$ cat src/rtl/lfsr_timer_pkg.sv
// Shared types and constants for the programmable LFSR timeout timer.
// Holds the FSM state encoding, the default XNOR tap table and the lockup-state helper.
package lfsr_timer_pkg;

    typedef enum logic [1:0] {
        IDLE = 2'd0,
        RUN  = 2'd1,
        DONE = 2'd2
    } state_t;

    // Maximal-length XNOR tap masks (bit n-1 = tap n), widths 3..32
    function automatic logic [31:0] default_taps(input int unsigned w);
        case (w)
            3:       return 32'h0000_0006;
            4:       return 32'h0000_000C;
            5:       return 32'h0000_0014;
            6:       return 32'h0000_0030;
            7:       return 32'h0000_0060;
            8:       return 32'h0000_00B8;
            9:       return 32'h0000_0110;
            10:      return 32'h0000_0240;
            11:      return 32'h0000_0500;
            12:      return 32'h0000_0829;
            13:      return 32'h0000_100D;
            14:      return 32'h0000_2015;
            15:      return 32'h0000_6000;
            16:      return 32'h0000_D008;
            17:      return 32'h0001_2000;
            18:      return 32'h0002_0400;
            19:      return 32'h0004_0023;
            20:      return 32'h0009_0000;
            21:      return 32'h0014_0000;
            22:      return 32'h0030_0000;
            23:      return 32'h0042_0000;
            24:      return 32'h00E1_0000;
            25:      return 32'h0120_0000;
            26:      return 32'h0200_0023;
            27:      return 32'h0400_0013;
            28:      return 32'h0900_0000;
            29:      return 32'h1400_0000;
            30:      return 32'h2000_0029;
            31:      return 32'h4800_0000;
            32:      return 32'h8020_0003;
            default: return 32'h0000_0060;
        endcase
    endfunction

    // All-ones state of a w-bit XNOR LFSR: the lockup state
    function automatic logic [31:0] lockup_state(input int unsigned w);
        if (w >= 32)
            return '1;
        return (32'd1 << w) - 32'd1;
    endfunction

endpackage

$ cat src/rtl/lfsr_core.sv
// XNOR Fibonacci LFSR register with synchronous load-to-seed and advance controls.
// Load (or reset) takes priority over advance.
module lfsr_core
    import lfsr_timer_pkg::*;
#(
    parameter int unsigned          WIDTH = 7,
    parameter logic [WIDTH-1:0]     TAPS  = WIDTH'(default_taps(WIDTH)),
    parameter logic [WIDTH-1:0]     SEED  = '0
) (
    input  logic             clk,
    input  logic             rst,
    input  logic             load,
    input  logic             advance,
    output logic [WIDTH-1:0] count
);

    logic [WIDTH-1:0] count_q;
    logic [WIDTH-1:0] count_next;
    logic             fb;

    always_comb begin
        fb         = ~^(count_q & TAPS);
        count_next = {count_q[WIDTH-2:0], fb};
    end

    always_ff @(posedge clk) begin
        if (rst || load)
            count_q <= SEED;
        else if (advance)
            count_q <= count_next;
    end

    assign count = count_q;

endmodule

$ cat src/rtl/lfsr_timeout_prog.sv
// Programmable LFSR timeout timer: one-shot/periodic, tick-enabled, start/abort control.
// Optional feature macro LFSR_LOCKUP_DET_EN adds all-ones term rejection and lockup recovery.
module lfsr_timeout_prog
    import lfsr_timer_pkg::*;
#(
    parameter int unsigned      WIDTH = 7,
    parameter logic [WIDTH-1:0] TAPS  = 7'b1100000,
    parameter logic [WIDTH-1:0] SEED  = '0
) (
    input  logic             clk,
    input  logic             rst,
    input  logic             start,
    input  logic             abort,
    input  logic             tick_in,
    input  logic             periodic,
    input  logic [WIDTH-1:0] term_cnt,
    output logic [WIDTH-1:0] count,
    output logic             timeout,
    output logic             busy,
    output logic             done,
    output logic             err
);

    state_t           state_q, state_d;
    logic [WIDTH-1:0] term_q;
    logic             periodic_q;
    logic             timeout_q, timeout_d;
    logic             core_load, core_adv, latch_cfg;
    logic             start_ok;

`ifdef LFSR_LOCKUP_DET_EN
    localparam logic [WIDTH-1:0] LOCKUP = WIDTH'(lockup_state(WIDTH));
    logic err_q, err_d;

    assign start_ok = (term_cnt != LOCKUP);
    assign err      = err_q;
`else
    assign start_ok = 1'b1;
    assign err      = 1'b0;
`endif

    lfsr_core #(
        .WIDTH (WIDTH),
        .TAPS  (TAPS),
        .SEED  (SEED)
    ) u_core (
        .clk     (clk),
        .rst     (rst),
        .load    (core_load),
        .advance (core_adv),
        .count   (count)
    );

    always_ff @(posedge clk) begin
        if (rst) begin
            state_q    <= IDLE;
            term_q     <= '0;
            periodic_q <= 1'b0;
            timeout_q  <= 1'b0;
`ifdef LFSR_LOCKUP_DET_EN
            err_q      <= 1'b0;
`endif
        end else begin
            state_q   <= state_d;
            timeout_q <= timeout_d;
`ifdef LFSR_LOCKUP_DET_EN
            err_q     <= err_d;
`endif
            if (latch_cfg) begin
                term_q     <= term_cnt;
                periodic_q <= periodic;
            end
        end
    end

    // Priority abort > start > tick; the terminal state is consumed by the tick that sees it
    always_comb begin
        state_d   = state_q;
        core_load = 1'b0;
        core_adv  = 1'b0;
        latch_cfg = 1'b0;
        timeout_d = 1'b0;
`ifdef LFSR_LOCKUP_DET_EN
        err_d     = 1'b0;
`endif
        if (abort) begin
            state_d   = IDLE;
            core_load = 1'b1;
        end else if (start) begin
            if (start_ok) begin
                state_d   = RUN;
                core_load = 1'b1;
                latch_cfg = 1'b1;
            end
`ifdef LFSR_LOCKUP_DET_EN
            else
                err_d = 1'b1;
`endif
        end else if (state_q == RUN) begin
`ifdef LFSR_LOCKUP_DET_EN
            if (count == LOCKUP) begin
                core_load = 1'b1;
                err_d     = 1'b1;
            end else
`endif
            if (tick_in) begin
                if (count == term_q) begin
                    timeout_d = 1'b1;
                    core_load = 1'b1;
                    state_d   = periodic_q ? RUN : DONE;
                end else begin
                    core_adv = 1'b1;
                end
            end
        end
    end

    always_comb begin
        busy    = (state_q == RUN);
        done    = (state_q == DONE);
        timeout = timeout_q;
    end

endmodule

$ cat config.mk
export PLATFORM = sky130hd
export DESIGN_NAME = lfsr_timeout_prog
export DESIGN_NICKNAME = d
export VERILOG_FILES = /design/src/rtl/lfsr_timer_pkg.sv /design/src/rtl/lfsr_core.sv /design/src/rtl/lfsr_timeout_prog.sv
export SDC_FILE = /design/constraint.sdc
export NUM_CORES = 1
export LEC_CHECK = 0
export ABC_AREA = 1
export CORE_ASPECT_RATIO = 1.4
export CORE_MARGIN = 3
export CORE_UTILIZATION = 40
export CTS_BUF_LIST = sky130_fd_sc_hd__clkbuf_8 sky130_fd_sc_hd__clkbuf_16
export DETAILED_ROUTE_END_ITERATION = 8
export GPL_ROUTABILITY_DRIVEN = 0
export PLACE_DENSITY = 0.79
export SETUP_SLACK_MARGIN = 0.02
export SLEW_MARGIN = 30
export SYNTH_ARGS = -nofsm -noshare
export SYNTH_HDL_FRONTEND = slang
export SYNTH_SLANG_ARGS = --single-unit
$ cat constraint.sdc
create_clock -name clk -period 1.15 [get_ports clk]
set_input_delay 0.23 -clock clk [delete_from_list [all_inputs] [get_ports clk]]
set_output_delay 0.23 -clock clk [all_outputs]
set_load 0.02 [all_outputs]
==> results summary, run 1 <==
The number of vias in the routed layout came out at 892. The first-pass GRT wire length is around 3600 µm. The count of hold-fix buffers inserted at cts is 0. The DRC marker count from the first detailed-route iteration came out at 8.

The count of unique library cells instantiated by Yosys came out at 19. OpenSTA, run right after detailed placement, puts the worst setup slack at -469 ps. In the layout the commonest cells are buf_4, nand2_1, nor2_1. The post-route total power is 1.35 mW. The reg-to-reg critical path startpoint is u_core.count[6]. The total congestion overflow after global routing is 0. The flow ran to the end, but the final reports show violations. The final reports fail on setup timing. The most common cell after layout, fill and taps aside is buf_4. The longest individual stage delay on the worst path is 420 ps. The sequential element share of the synthesized area is 0.444. The primary flip-flop cell chosen by synthesis mapping is dfxtp_1. The depth of the worst register-to-register path is 9.

The number of antenna diodes came out at 0. STA classifies the critical path endpoint as a flip-flop. The placeable core area came out at 0.00185 mm². The growth of design area from synthesis to finish is 71.0%. The worst hold slack across all endpoints is 473 ps.

In the routed design, unresolved DRC markers number 0. The die outline height is 59.3 µm. The count of buffer and inverter cells on the critical path is 1. The full die area is 0.00261 mm².

The cell family contributing the most delay on the critical path is simple AND/OR/NAND/NOR gates. TritonCTS built the clock tree. In this run the register-to-register setup slack is -100 ps. The routed design has 2280 µm of wire. The share of synthesized registers carrying an async set or reset came out at 0.

Of the cells placed in the final design, the portion with a size suffix greater than 1 is 0.481. Data on the critical path arrives at its endpoint at 1460 ps. The number of buffers on the longest clock path came out at 2. Of the available clock period, the critical path in the final layout requires 1.12.

The highest ir drop seen on vdd is ~810 µV. 24 I/O pins were placed. The initialized floorplan defines 18 standard-cell rows. The number of cells in the finished layout apart from fillers came out at 178. Setup repair after global routing could not meet its margin everywhere.

Counting every instance in the synthesized netlist gives about 110. The number of hold violations in the final report came out at 0. Counting instances, the worst hold path has a depth of 3. From left edge to right edge, the die measures about 44 µm. The average wire per cell in the routed design came out at approximately 13 µm. The mean instance size in the synthesized netlist is ~7.3 µm². The number of global-route vias before repair is a little under 900. The source of the worst hold timing path is start. Along the worst path, the maximum fanout reaches 7.

Clock tree synthesis selected as its root buffer the cell clkbuf_8. The total count of max-transition violations in the final report came to 0. In this run, synthesis produced a sequential element count of 18. The worst-skew pair later-pin latency came out at 250 ps. The tree built by TritonCTS fans out to 18 sinks. CTS built an H-tree with a depth of 1. The number of antenna violations at the first check in global routing came out at 0. The pin count of the biggest net entering global routing is 13. The worst setup path is launched from an input port. The critical path is of the in2reg type. The net count of the finished layout came out at 172.

The initial cell density of the core is 0.440. Setup violations remaining at the end of the flow were counted as 11. The data required time of the worst path is 1330 ps. Clock-pin slew was measured on the worst setup and hold paths at 70 ps.

The number of synthesis warnings came out at 0. On the critical path, the stage with the largest delay is an instance of clkdlybuf4s50_1. The detailed-routing iteration count for the pre-antenna-repair pass is 4. The residual antenna-violating net count after detailed routing is 0. The worst setup skew after layout came out at around 3.1 ps.

The count of fill cells added during filler insertion is 131. The min-delay analysis places its worst path in the category in2reg. In this run the critical register-to-register path is captured at state_q[0]. The minimum clock period after layout came out at 1280 ps. Walking the worst path, the cells encountered are clkdlybuf4s50_1 > or2_2 > nor2_1 > nand2_4 > a21oi_1. The net count after synthesis came out at ~120. The logic depth of the worst path, buffers included came out at 5. The total placed cells including tap cells came out at 165.

The post-synthesis instance area is 812 µm². The number of CTS-inserted buffers came out at 3. The post-layout utilization of the core is 0.752. Yosys mapped a number of flops with a built-in enable equal to 0. The total track usage came out at 0.183.

The maximum operating frequency came out at slightly below 800 MHz. The total power per unit cell area is 970 mW/mm². The post-route worst setup slack is -133 ps. For this design the static power due to leakage is just under 0.6 nW. The vias per cell came out at 5.01. Max-cap violations in this run came to 0. The half-perimeter wire length of the detailed placement result came out at 1430 µm.

The launch point of the worst path is rst. The most critical setup path has its endpoint at u_core.count[3]. During placement, the flow inserted port buffers numbering 22.
==> where the power goes <==
part	switching [mW]	internal, mW
sequential	0.0150	0.637
clock	0.206	0.237
combinational	0.125	0.128
total	0.345	1.00
==> stage by stage <==
step	cell area (µm²)	TNS (ps)
2_1_floorplan	831	-40.7
3_3_place_gp	1170	-6450
3_5_place_dp	1170	-6750
4_1_cts	1310	-683
5_1_grt	1390	-1780
6_report	1390	-985
==> Yosys cell counts, types with 2 or more instances <==
cell | number | area (µm²)
a21oi_1 | 12 | 60.1
nor2_1 | 14 | 52.6
nand3_1 | 7 | 35.0
xnor2_1 | 4 | 35.0
nor2_2 | 2 | 12.5
o21ai_0 | 8 | 40.0
nand2_1 | 22 | 82.6
inv_1 | 14 | 52.6
dfxtp_1 | 18 | 360
==> worst min-delay path by stage <==
stage                  to  slack (ps)
2_1_floorplan   term_q[1]         360
3_3_place_gp   periodic_q         450
3_5_place_dp   periodic_q         460
4_1_cts        state_q[0]         450
5_1_grt        state_q[0]         500
6_report       state_q[0]         470
==> state kept, by name, indices dropped and copies added (netlist names) <==
register	cells
periodic_q	1
timeout	1
state_q	2
term_q	7
u_core.count	7
==> layer usage <==
metal	track usage	wire length, µm
met4	0.0776	36
met2	0.348	1300
met1	0.191	877
met3	0.0274	69
met5	0	0
==> tightest hold or removal path, stage by stage <==
cell	delay, ps
dlygate4sd2_1	280
inv_1	110
a21oi_1	70
==> layout make-up <==
| type | count | area [µm²] | area share |
|---|---|---|---|
| clock buffer | 3 | 41.3 | 0.0297 |
| clock inverter | 1 | 3.75 | 0.00270 |
| inverter | 14 | 52.6 | 0.0378 |
| multi-input combinational | 77 | 490 | 0.353 |
| sequential | 18 | 385 | 0.277 |
| tap | 20 | 25.0 | 0.0180 |
| timing repair buffer | 45 | 390 | 0.281 |
==> what timing repair did <==
item | in CTS | in global routing
endpoints found under the setup margin | 27 | 22
pin swaps | 12 | 5
gates resized for setup | 52 | 29
setup buffers | 7 | 2
==> cells by family (layout without fill, tap and decap cells) <==
group	after synthesis	in the layout	synth area share
simple gates	50	50	0.288
compound gates	21	21	0.129
flops	18	18	0.444
buf+inv	16	63	0.0801
xor+xnor	5	5	0.0539
other cells	1	1	0.00462
Power figures use the tool's default switching activity.
==> inputs of run 2 (changes only) <==
--- a/config.mk
+++ b/config.mk
@@ -6,13 +6,13 @@
 export NUM_CORES = 1
 export LEC_CHECK = 0
 export ABC_AREA = 1
-export CORE_ASPECT_RATIO = 1.4
 export CORE_MARGIN = 3
-export CORE_UTILIZATION = 40
+export CORE_UTILIZATION = 45
 export CTS_BUF_LIST = sky130_fd_sc_hd__clkbuf_8 sky130_fd_sc_hd__clkbuf_16
 export DETAILED_ROUTE_END_ITERATION = 8
 export GPL_ROUTABILITY_DRIVEN = 0
-export PLACE_DENSITY = 0.79
+export GPL_TIMING_DRIVEN = 0
+export PLACE_DENSITY = 0.84
 export SETUP_SLACK_MARGIN = 0.02
 export SLEW_MARGIN = 30
 export SYNTH_ARGS = -nofsm -noshare
==> constraint.sdc (replaced) <==
create_clock -name clk -period 1.2 [get_ports clk]
set_input_delay 0.24 -clock clk [delete_from_list [all_inputs] [get_ports clk]]
set_output_delay 0.24 -clock clk [all_outputs]
set_load 0.02 [all_outputs]
==> results summary, run 2 (same netlist as run 1, synthesis figures left out) <==
The worst setup path category is reg2reg. Leaving out fill and tap cells, the most frequent cells in the layout are nand2_1, nor2_1, a21oi_1. The final sum of negative setup slack was -542 ps (+443 ps). The DRC marker count from the first detailed-route iteration is 39 (+31). The post-route worst setup slack is -93.6 ps (+39.3 ps). The sink count of the clock tree came out at 18 (unchanged). The net count of the finished layout was 159 (-7.6%). The total count of max-transition violations in the final report is 0 (unchanged). The highest ir drop seen on vdd is 603 µV (-26%). The number of cells in the finished layout apart from fillers came out at 169 (-5.1%). The maximum level of the CTS H-tree came out at 1 (unchanged). The number of antenna violations at the first check in global routing came out at 0 (unchanged). The vias per cell is 5.15 (+2.8%). The path class of the tightest hold or removal check is in2reg.

The leakage dissipation came to 0.524 nW (-12%). The number of hold violations in the final report is 0 (unchanged). The number of buffer cells added on primary ports is 22 (unchanged). The average wire per cell in the routed design is 14.4 µm (+12%). The worst setup skew after layout came out at 2.95 ps (-0.120 ps). The initial cell density of the core is 0.509 (+0.0697). The count of buffer and inverter cells on the critical path came out at 1 (unchanged).

The cell area reported after detailed placement came out at 0.00108 mm² (-7.5%). The checks that failed: setup timing. The total power per unit cell area is 985 mW/mm² (+1.6%).

The placeable core area came to 0.00159 mm² (-14%). The largest individual stage delay along the critical path comes from the cell dfxtp_4. The clock tree from TritonCTS is done. The minimum clock period after layout is 1290 ps. The number of global-route vias before repair is 771 (-12%). The data required time of the worst path is 1370 ps (+40 ps). CTS placed an instance of clkbuf_8 at the clock tree root. The data arrival time at the worst-slack endpoint is 1470 ps (about the same). The detailed-routing iteration count for the pre-antenna-repair pass is 4 (unchanged). The number of CTS-inserted buffers came out at 3 (unchanged). The startpoint kind of the worst setup timing path is a flip-flop. The type of element capturing the critical path is a flip-flop.

The final wirelength came out at 2430 µm (+6.4%). The logic depth of the worst path, buffers included is 9 (+4). The residual antenna-violating net count after detailed routing came out at 0 (unchanged). The family of cells with the greatest summed delay on the critical path is simple AND/OR/NAND/NOR gates. The total placed cells including tap cells came to 157 (-4.8%). The run finished, with violations left. The worst-skew pair later-pin latency is 250 ps (about the same). The first-pass GRT wire length came out at 3590 µm (+0.99%). The half-perimeter wire length of the detailed placement result is 1340 µm (-6.3%). The clock transition time at the flip-flop clock pins of the worst setup and hold paths is 70 ps (about the same). The post-route total power is 1.29 mW (-4.4%). Traced cell by cell, the critical path runs through inv_4 > nand2_4 > nand2_2 > nand2_2 > nor2_4 > nand2_4 > nand2_8 > nand2_1 > a21oi_1. The setup-violating endpoint count in the final report was 10 (-1). The standard-cell row count came out at 14 (-4).

The total congestion overflow after global routing came out at 0 (unchanged). The final cycle utilization of the critical path is 1.08. The full die area came to 0.00235 mm² (-10%). The top-level I/O count came out at 24 (unchanged).

The fraction of layout instances using a drive strength above 1 came out at 0.448 (-0.0327). The number of antenna diodes is 0 (unchanged). The die outline height came out at 48.5 µm (-18%).

The largest fanout of any net on the critical path is 8 (+1). Leaving out fill and tap cells, the most frequent cell in the layout is nand2_1. The cell depth of the worst hold path is 4 (+1). The detailed-route DRC error count came out at 0 (unchanged). The number of maximum-capacitance constraint violations came out at 0 (unchanged). The longest individual stage delay on the worst path is 370 ps (-50 ps). The growth of design area from synthesis to finish came out at 61.0%.

The total track usage is 0.194 (+0.0107). The maximum operating frequency came out at roughly 770 MHz. The number of vias in the routed layout is 871 (-2.4%). The cell area after layout is 0.00131 mm² (-5.9%). The number of buffers on the longest clock path is 2 (unchanged). The depth of the worst register-to-register path came to 9 (unchanged). Setup repair after global routing could not meet its margin everywhere. The floorplan die width is 48.5 µm (+10%).

The pin count of the biggest net entering global routing was 11 (-2).
## run 2: cell count changes in the layout (fill, tap and decap cells not counted), moves of 2 or more
cell / change
buf_2: -3
buf_4: -15
clkbuf_2: +5
clkdlybuf4s15_1: +2
dfxtp_2: -3
dfxtp_4: +2
nand2_1: -5
nand2_2: +3
nand2_4: +2
nand3_1: +2
nand3_2: -2
nor2_1: -2
## run 2: what timing repair did
item | in CTS | in global routing
setup buffers | 6 | 2
endpoints found under the setup margin | 27 | 20
pin swaps | 5 | 15
hold buffers | 0 | 0
resized for setup | 45 | 37
hold endpoints to repair | 0 | 0
## run 2: per-layer routing
layer / vias up / wire (µm) / track usage
li1: 419 / - / -
met1: 404 / 1000 / 0.229
met2: 41 / 1260 / 0.339
met3: 7 / 118 / 0.0215
met4: 0 / 51 / 0.109
met5: - / 0 / 0
## run 2: worst paths after layout
check                          to  slack, ps            start
setup / recovery  u_core.count[1]        -90  u_core.count[4]
hold reg to reg         term_q[0]        480        term_q[0]
setup reg to reg  u_core.count[1]        -90  u_core.count[4]
hold / removal         state_q[1]        320            start
## run 2: layout make-up
cell class | count | area [µm²]
Multi-Input combinational cell | 77 | 509
Sequential cell | 18 | 389
Fill cell | 83 | 287
Timing Repair Buffer | 30 | 267
Inverter | 14 | 55.1
Clock buffer | 3 | 41.3
Tap cell | 24 | 30.0
Buffer | 2 | 12.5
Clock inverter | 1 | 3.75
## run 2: stage by stage
stage	utilization	hold WS, ps	setup slack [ps]
6_report	0.820	320	-93.6
4_1_cts	0.767	469	-62.7
3_5_place_dp	0.678	460	-537
3_3_place_gp	0.678	456	-496
5_1_grt	0.820	374	-161
2_1_floorplan	-	375	9.34
## run 2: report_power, final
group / internal, mW / switching (mW)
Sequential: 0.605 / 0.0159
Clock: 0.227 / 0.198
Combinational: 0.117 / 0.125
Total: 0.949 / 0.339
## run 2: worst reg2reg max path: stages (launching register included)
cell     delay [ps]
dfxtp_4         370
inv_4            60
nand2_4          40
nand2_2          80
nand2_2          70
nor2_4          160
nand2_4         100
nand2_8         100
nand2_1          70
a21oi_1         150
==> inputs of run 3 (changes only) <==
--- a/config.mk
+++ b/config.mk
@@ -13,7 +13,7 @@
 export GPL_ROUTABILITY_DRIVEN = 0
 export GPL_TIMING_DRIVEN = 0
 export PLACE_DENSITY = 0.84
-export SETUP_SLACK_MARGIN = 0.02
+export SETUP_SLACK_MARGIN = 0.05
 export SLEW_MARGIN = 30
 export SYNTH_ARGS = -nofsm -noshare
 export SYNTH_HDL_FRONTEND = slang
==> results summary, run 3 (same netlist as run 1, synthesis figures left out) <==
The vias per cell came out at 5.33 (+3.4%). The number of buffer cells added on primary ports is 22 (unchanged). The highest ir drop seen on vdd came out at 619 µV (+2.6%).

The flow ran to the end, but the final reports show violations. The DRC marker count from the first detailed-route iteration came out at 49 (+26%). The worst-skew pair later-pin latency was 250 ps (about the same). The standard-cell row count is 14 (unchanged). The post-route total power came out at 1.29 mW (+0.54%).

The maximum operating frequency came out at 746 MHz (-3.5%). The largest fanout of any net on the critical path was 4 (-4). The total track usage is 0.196 (+0.00260).

The average wire per cell in the routed design is 16.5 µm (+15%). The worst hold slack across all endpoints is 355 ps (+34.3 ps). The net count of the finished layout is 159 (unchanged). The final cycle utilization of the critical path is 1.12 (+0.0387). The number of global-route vias before repair was 763 (-1.0%).

The number of buffers on the longest clock path came out at 2 (unchanged). The residual antenna-violating net count after detailed routing is 0 (unchanged). The number of cells in the finished layout apart from fillers is 169 (unchanged). The post-route worst setup slack is -140 ps (-46.4 ps). The pin count of the biggest net entering global routing came to 11 (unchanged). The total power per unit cell area is 974 mW/mm² (-1.2%).

The part of the power in registers is 0.481 (about the same). The setup-violating endpoint count in the final report came out at 10 (unchanged). The count of fill cells added during filler insertion was 94 (+13%). The half-perimeter wire length of the detailed placement result came out at 1340 µm (unchanged).

The worst setup path category is reg2reg. The number of antenna violations at the first check in global routing came out at 0 (unchanged). The total internal power is 0.950 mW (+0.13%).

The total count of max-transition violations in the final report is 0 (unchanged). The number of hold violations in the final report came to 0 (unchanged). The cell area after layout is 0.00133 mm² (+1.7%). The sink count of the clock tree came to 18 (unchanged).

The die outline height came out at 48.5 µm (unchanged). The startpoint kind of the worst setup timing path is a flip-flop. The placeable core area came out at 0.00159 mm² (unchanged). The switching power as a share of total power was 0.266 (+0.00301).

The full die area is 0.00235 mm² (unchanged). The leakage dissipation is 0.528 nW (+0.70%). The worst setup path is captured at a flip-flop.

Leaving out fill and tap cells, the most frequent cells in the layout are nor2_1, nand2_1, inv_1, nand2_2, clkdlybuf4s50_1. The portion of total power attributed to the clock network came out at 0.327 (-0.003). The fraction of power consumed by combinational cells was 0.192 (+0.004). The cell area reported after detailed placement came out at 0.00108 mm² (unchanged). The fraction of layout instances using a drive strength above 1 came out at 0.497 (+0.0483).

The worst setup skew after layout is 2.44 ps (-0.504 ps). The maximum level of the CTS H-tree is 1 (unchanged). The number of CTS-inserted buffers came out at 3 (unchanged).

The total congestion overflow after global routing came out at 0 (unchanged). From synthesis to final layout, the design area changed by 63.8%. The worst reg-to-reg setup slack came out at -140 ps (-50 ps). The clock transition time at the flip-flop clock pins of the worst setup and hold paths came out at 70 ps (about the same). The first-pass GRT wire length is 3630 µm (+1.1%). The data required time of the worst path is 1340 ps (-30 ps). The top-level I/O count came out at 24 (unchanged).

Leaving out fill and tap cells, the most frequent cell in the layout is nor2_1. The number of vias in the routed layout came out at 901 (+3.4%). The checks that failed: setup timing. The final wirelength was 2790 µm (+15%). The initial cell density of the core came to 0.509 (unchanged). The final sum of negative setup slack came out at -929 ps (-387 ps). The net switching power figure is 0.345 mW (+1.7%). The tightest min-delay check is of the in2reg type. The number of antenna diodes came out at 0 (unchanged). The detailed-route DRC error count was 0 (unchanged). The clock tree from TritonCTS is done.

CTS placed an instance of clkbuf_8 at the clock tree root. Setup repair after global routing could not meet its margin everywhere. The count of hold-fix buffers inserted at cts came out at 0 (unchanged). The detailed-routing iteration count for the pre-antenna-repair pass came out at 4 (unchanged). The data arrival time at the worst-slack endpoint came out at 1480 ps (about the same).

The total placed cells including tap cells came out at 157 (unchanged). The number of maximum-capacitance constraint violations came out at 0 (unchanged). The floorplan die width is 48.5 µm (unchanged). The minimum clock period after layout came to 1340 ps (+46.4 ps).
-- run 3: changes by cell type in the layout (fill, tap and decap cells not counted), moves of 2 or more --
| cell | delta |
|---|---|
| a21oi_2 | +2 |
| nand2_1 | -2 |
| clkbuf_2 | -4 |
| buf_2 | +5 |
| nand2_2 | +2 |
| a21oi_1 | -2 |
-- run 3: critical path, stage by stage (launching register included) --
cell,delay (ps)
dfxtp_4,380
xnor2_2,110
nand2_1,110
nor2_4,160
buf_6,120
nand4_1,150
nand2_1,150
a21oi_2,60
-- run 3: layer usage --
metal | global-route usage | vias up | wire, µm
met5 | 0 | - | 0
met2 | 0.349 | 45 | 1370
met1 | 0.238 | 428 | 1170
met3 | 0.0153 | 9 | 182
met4 | 0.0948 | 0 | 70
li1 | - | 419 | -
-- run 3: worst paths after layout --
| path | from | to | depth (start not counted) |
|---|---|---|---|
| setup / recovery | u_core.count[2] | state_q[0] | 7 |
| hold / removal | start | state_q[1] | 4 |
| setup reg to reg | u_core.count[2] | state_q[0] | 7 |
| hold reg to reg | term_q[4] | term_q[4] | 2 |
-- run 3: repair_timing --
item | CTS | global route
pin swaps | 5 | 14
buffers inserted | 6 | 2
resized for setup | 51 | 46
setup endpoints to repair | 27 | 17
endpoints found under the hold margin | 0 | 0
-- run 3: stage by stage --
stage          worst slack [ps]  utilization
3_5_place_dp               -537        0.678
5_1_grt                    -216        0.834
4_1_cts                   -62.8        0.772
6_report                   -140        0.834
3_3_place_gp               -496        0.678
2_1_floorplan              9.34            -
-- run 3: area by class of cell --
cell class	count	area (µm²)	area share
Inverter	14	55.1	0.0414
Clock inverter	1	3.75	0.00282
Timing Repair Buffer	30	268	0.201
Buffer	2	12.5	0.00941
Multi-Input combinational cell	77	529	0.398
Sequential cell	18	390	0.294
Tap cell	24	30.0	0.0226
Clock buffer	3	41.3	0.0310
-- run 3: power groups by stage --
stage	combinational [mW]	sequential, mW	clock, mW
2_1_floorplan	0.0947	0.630	0
3_3_place_gp	0.154	0.632	0
3_5_place_dp	0.158	0.632	0
4_1_cts	0.193	0.621	0.422
5_1_grt	0.266	0.624	0.454
6_report	0.248	0.623	0.424
